$ cat src/rtl/root_req_scheduler.sv
// Request FIFO and one-at-a-time dispatcher for the n-th root engine.
// Optional watchdog on the engine wait: define ROOT_SCHED_TIMEOUT_EN.
module root_req_scheduler #(
    parameter int DEPTH          = 4,
    parameter int TAG_W          = 4,
    parameter int TIMEOUT_CYCLES = 1023
) (
    input  logic             clk,
    input  logic             rst,
    input  logic             req_valid,
    output logic             req_ready,
    input  logic [9:0]       req_radicand,
    input  logic [2:0]       req_degree,
    output logic             root_in_valid,
    output logic [9:0]       root_in_data_1,
    output logic [2:0]       root_in_data_2,
    output logic             root_rst_n,
    input  logic             root_out_valid,
    input  logic [19:0]      root_out_data,
    output logic             res_valid,
    input  logic             res_ready,
    output logic [19:0]      res_data,
    output logic [TAG_W-1:0] res_tag,
    output logic             res_err,
    output logic             busy
);

    localparam int AW = $clog2(DEPTH);

    typedef enum logic [1:0] {
        S_IDLE,
        S_LAUNCH,
        S_WAIT
    } state_t;

    state_t r_state;
    state_t w_state_nxt;

    logic [9:0]       r_fifo_rad [DEPTH];
    logic [2:0]       r_fifo_deg [DEPTH];
    logic [AW:0]      r_wr_ptr;
    logic [AW:0]      r_rd_ptr;
    logic [9:0]       r_op_rad;
    logic [2:0]       r_op_deg;
    logic             r_root_rst_n;
    logic             r_res_valid;
    logic [19:0]      r_res_data;
    logic [TAG_W-1:0] r_res_tag;
    logic             r_res_err;
    logic [TAG_W-1:0] r_tag;

    logic       w_empty;
    logic       w_full;
    logic       w_push;
    logic       w_dispatch;
    logic       w_zero;
    logic       w_go;
    logic       w_done;
    logic       w_timeout;
    logic [9:0] w_head_rad;
    logic [2:0] w_head_deg;

    // Extra pointer bit distinguishes full from empty.
    assign w_empty = (r_wr_ptr == r_rd_ptr);
    assign w_full  = (r_wr_ptr[AW] != r_rd_ptr[AW]) &&
                     (r_wr_ptr[AW-1:0] == r_rd_ptr[AW-1:0]);
    assign w_push  = req_valid && !w_full;

    assign w_head_rad = r_fifo_rad[r_rd_ptr[AW-1:0]];
    assign w_head_deg = r_fifo_deg[r_rd_ptr[AW-1:0]];

    // The engine cannot stall, so never launch into an occupied slot.
    assign w_dispatch = (r_state == S_IDLE) && !w_empty && !r_res_valid;
    assign w_zero     = w_dispatch && (w_head_deg == 3'd0);
    assign w_go       = w_dispatch && (w_head_deg != 3'd0);
    assign w_done     = (r_state == S_WAIT) && root_out_valid;

`ifdef ROOT_SCHED_TIMEOUT_EN
    localparam int CW = $clog2(TIMEOUT_CYCLES + 1);

    logic [CW-1:0] r_wd_cnt;

    always_ff @(posedge clk or posedge rst) begin
        if (rst) begin
            r_wd_cnt <= '0;
        end else if (r_state == S_LAUNCH) begin
            r_wd_cnt <= '0;
        end else if (r_state == S_WAIT) begin
            r_wd_cnt <= r_wd_cnt + 1'b1;
        end
    end

    // A result arriving on the limit cycle takes priority.
    assign w_timeout = (r_state == S_WAIT) && !root_out_valid &&
                       (r_wd_cnt == CW'(TIMEOUT_CYCLES - 1));
`else
    assign w_timeout = 1'b0;
`endif

    always_ff @(posedge clk) begin
        if (w_push) begin
            r_fifo_rad[r_wr_ptr[AW-1:0]] <= req_radicand;
            r_fifo_deg[r_wr_ptr[AW-1:0]] <= req_degree;
        end
    end

    always_ff @(posedge clk or posedge rst) begin
        if (rst) begin
            r_wr_ptr <= '0;
            r_rd_ptr <= '0;
        end else begin
            if (w_push) begin
                r_wr_ptr <= r_wr_ptr + 1'b1;
            end
            if (w_dispatch) begin
                r_rd_ptr <= r_rd_ptr + 1'b1;
            end
        end
    end

    always_ff @(posedge clk or posedge rst) begin
        if (rst) begin
            r_state <= S_IDLE;
        end else begin
            r_state <= w_state_nxt;
        end
    end

    always_comb begin
        w_state_nxt   = r_state;
        root_in_valid = 1'b0;
        busy          = 1'b0;
        case (r_state)
            S_IDLE: begin
                if (w_go) begin
                    w_state_nxt = S_LAUNCH;
                end
            end
            S_LAUNCH: begin
                root_in_valid = 1'b1;
                busy          = 1'b1;
                w_state_nxt   = S_WAIT;
            end
            S_WAIT: begin
                busy = 1'b1;
                if (w_done || w_timeout) begin
                    w_state_nxt = S_IDLE;
                end
            end
            default: begin
                w_state_nxt = S_IDLE;
            end
        endcase
    end

    always_ff @(posedge clk or posedge rst) begin
        if (rst) begin
            r_op_rad     <= '0;
            r_op_deg     <= '0;
            r_root_rst_n <= 1'b0;
            r_res_valid  <= 1'b0;
            r_res_data   <= '0;
            r_res_tag    <= '0;
            r_res_err    <= 1'b0;
            r_tag        <= '0;
        end else begin
            r_root_rst_n <= !w_timeout;
            if (w_go) begin
                r_op_rad <= w_head_rad;
                r_op_deg <= w_head_deg;
            end
            if (w_done) begin
                r_res_valid <= 1'b1;
                r_res_data  <= root_out_data;
                r_res_err   <= 1'b0;
                r_res_tag   <= r_tag;
                r_tag       <= r_tag + 1'b1;
            end else if (w_zero || w_timeout) begin
                r_res_valid <= 1'b1;
                r_res_data  <= '0;
                r_res_err   <= 1'b1;
                r_res_tag   <= r_tag;
                r_tag       <= r_tag + 1'b1;
            end else if (r_res_valid && res_ready) begin
                r_res_valid <= 1'b0;
            end
        end
    end

    assign req_ready      = !w_full;
    assign root_in_data_1 = r_op_rad;
    assign root_in_data_2 = r_op_deg;
    assign root_rst_n     = r_root_rst_n;
    assign res_valid      = r_res_valid;
    assign res_data       = r_res_data;
    assign res_tag        = r_res_tag;
    assign res_err        = r_res_err;

endmodule

$ cat config.mk
export PLATFORM = sky130hd
export DESIGN_NAME = root_req_scheduler
export DESIGN_NICKNAME = d
export VERILOG_FILES = /design/src/rtl/root_req_scheduler.sv
export SDC_FILE = /design/constraint.sdc
export NUM_CORES = 1
export LEC_CHECK = 0
export CORE_AREA = 8 8 97 99
export DETAILED_ROUTE_END_ITERATION = 7
export DIE_AREA = 0 0 105 107
export PLACE_DENSITY = 0.82
export SLEW_MARGIN = 15
export SYNTH_ARGS = -nofsm -noshare
export SYNTH_HDL_FRONTEND = slang
export SYNTH_SLANG_ARGS = --single-unit
$ cat constraint.sdc
create_clock -name clk -period 5.5 [get_ports clk]
set_clock_uncertainty 0.05 [all_clocks]
set_input_delay 1.375 -clock clk [delete_from_list [all_inputs] [get_ports clk]]
set_output_delay 1.375 -clock clk [all_outputs]
set_load 0.01 [all_outputs]
==> flow_summary.json <==
{
  "post_cts_resized": 0,
  "pwr-share-seq_pct": 41.3,
  "rsz0062_at_grt": "false",
  "numCtsBuffers": 9,
  "syn2layout_area_growth_pct": 26.3,
  "yosysSeqAreaShare_pct": 68.1,
  "slew_headroom_pct": 40.2,
  "synth_top_area_cell": "edfxtp_1",
  "wl_um": 7980,
  "vias": 2422,
  "max_slew.worst_pin.slew_ns": 0.897,
  "antenna_found_initial": 0,
  "synth_area_leaders": "edfxtp_1 37%, dfrtp_1 31%, mux4_2 7.0%, a22o_1 4.2%, mux2_4 3.6%",
  "fin_nets": 379,
  "synth_top_area_share_pct": 37.1,
  "powerDensity_nw_per_um2": 569,
  "grtUsageTotal_pct": 14.8,
  "internal_power_mw": 2.01,
  "io_pins": 81,
  "p_switching_mw": 1.01,
  "synthTopCellsByCount": "52 x dfrtp_1, 52 x edfxtp_1, 20 x a22o_1, 13 x mux4_2, 13 x nand2_1",
  "cp_max_fo": 16,
  "gp_congestion": 0.731,
  "synth_flop_cell": "edfxtp_1",
  "hold_buffers": 0,
  "num_rows": 33,
  "hold_viol": 0,
  "p_leak_nw": 2.05,
  "min_period_over_period_pct": 65.1,
  "synthArstFlopShare_pct": 50.0,
  "drc": 0,
  "min-delay-start": "res_data[19]",
  "maxCapViolCount": 0,
  "first_pass_iters": 4,
  "r2r_start": "r_rd_ptr[1]",
  "status": "finished clean",
  "diodes": 0,
  "yosysWarnings": 0,
  "fin_tns_setup_ns": 0,
  "synth_cell_type_count": 37,
  "dieArea_um2": 11200,
  "cts_root_buf": "clkbuf_8",
  "pwr-share-clk_pct": 16.3,
  "synthesis.area_um2": 4210,
  "port_buffers": 80,
  "synth_edf_count": 52,
  "die_y_um": 107,
  "worstSetupEndpointType": "output port",
  "power_frac_comb_pct": 42.4,
  "cts_tree": "yes",
  "die_x_um": 105,
  "path_clk_slew_ns": 0.10,
  "cts_sinks": 104,
  "cp_data_required_time_ns": 4.07,
  "hold_ws_ns": 0.457,
  "hpwl_um": 5460,
  "route.antenna.remaining_nets": 0,
  "hold_class": "reg2reg",
  "grt_pass1_wl_um": 13200,
  "wl_per_cell_um": 18.1,
  "via_per_inst": 5.49,
  "crit_start": "r_rd_ptr[1]",
  "placed_area_um2": 5090,
  "fmax_mhz": 279,
  "drt_iter0_drc": 101,
  "crit_type": "reg2out",
  "coreArea_um2": 7930,
  "insertion_delay_ns": 0.37,
  "initial_core_util_pct": 53.0,
  "crit_arrival_ns": 2.16,
  "fillers": 566,
  "synth.avg_cell_area_um2": 16.8,
  "switching_share_pct": 33.4,
  "grt_max_degree": 53,
  "setup_violations": 0,
  "slew_viol_final": 0,
  "grt-ovfl-total": 0,
  "fin_crit_ns": 3.58,
  "post_cts_buffers": 0,
  "start_kind": "flip-flop",
  "fin_area_um2": 5310,
  "grt_pass1_vias": 2503,
  "synth_cells": 250,
  "clockBufferDepth": 2,
  "totalPowerFinal_mw": 3.02,
  "ir_worst_vdd_mv": 0.261,
  "drive_above_1_share_pct": 15.8,
  "htree_levels": 3,
  "synth_nets": 298,
  "synth_seq_cells": 104
}
-- metrics by stage --
stage / std cells / utilization, % / worst slack (ns)
floorplan: 250 / - / 2.82
CTS: 441 / 66.9 / 1.87
detailed placement: 425 / 64.2 / 1.65
finish: 441 / 67.0 / 1.92
global placement: 425 / 64.2 / 1.73
global route: 441 / 67.0 / 1.80
-- final cells by class --
cell class                      instances  area (um^2)  share of cell area (%)
Clock buffer                            9          124                    2.33
Clock inverter                          7         90.1                    1.70
Inverter                                8         31.3                   0.589
Multi-Input combinational cell        126         1250                    23.6
Sequential cell                       104         2860                    53.9
Tap cell                              105          131                    2.47
Timing Repair Buffer                   82          816                    15.4
-- routing by layer --
| layer | up-vias | part of all wire [%] | GRT usage [%] |
|---|---|---|---|
| met4 | 0 | 0.92 | 4.28 |
| met2 | 78 | 46 | 23.2 |
| met1 | 1221 | 46 | 18.9 |
| li1 | 1115 | - | - |
| met3 | 8 | 6.2 | 5.46 |
| met5 | - | 0 | 0 |
-- cell families (layout without fill, tap and decap cells) --
group,count (synthesis),in the layout,share of synthesized area (%)
other,1,1,0.0892
AND/OR/NAND/NOR,36,36,4.73
multiplexers,29,29,12.1
AO/OA/AOI/OAI,41,41,7.85
flip-flops,104,104,68.1
buffers and inverters,20,106,2.26
adder cells (fa/ha/maj),10,10,2.98
XOR/XNOR,9,9,1.87
-- layout by cell type, fill, tap and decap left out, types with 2 or more instances in the layout --
master / n
clkdlybuf4s50_1: 80
edfxtp_1: 52
dfrtp_1: 52
a22o_1: 20
mux4_2: 13
nand2_1: 13
mux2_4: 10
ha_1: 10
clkbuf_8: 9
inv_1: 7
xnor2_1: 7
mux2_2: 6
and2_1: 5
o21ai_0: 5
nand2b_1: 4
a21oi_1: 3
a31oi_1: 3
nand3_1: 3
nor4_1: 2
a41oi_1: 2
nor3b_1: 2
o211ai_1: 2
xor2_1: 2
nor2_1: 2
clkinv_2: 2
inv_8: 2
buf_4: 2
-- worst paths after layout --
kind,endpoint,slack (ns),cells past startpoint
max,req_ready,1.92,3
max reg2reg,r_fifo_rad[3][7],2.73,3
max in group asynchronous,r_state[0],3.42,2
min in group asynchronous,root_in_data_1[7],1.44,2
min reg2reg,res_data[19],0.46,1
min,res_data[19],0.46,1
-- registers in the layout, summed over array words and instances (netlist names) --
name and flops:
r_state 2, r_rd_ptr 3, res_err 1, r_tag 4, r_fifo_deg 12, root_in_data_1 10, r_fifo_rad 40, r_wr_ptr 3
root_in_data_2 3, res_valid 1, res_data 20, res_tag 4, root_rst_n 1
-- critical path, cell delays in order (launching register included) --
cell	delay [ns]
dfrtp_1	0.84
xnor2_1	0.28
nand3_1	0.14
clkdlybuf4s50_1	0.54
-- power by group through the flow --
stage               Sequential [mW]  Combinational, mW  Clock (mW)
finish                         1.25               1.28       0.491
global route                   1.28               1.40       0.531
CTS                            1.25               1.30       0.505
detailed placement             1.26               1.29           0
global placement               1.25               1.26           0
floorplan                      1.28              0.790           0
(Power assumes the default switching activity.)
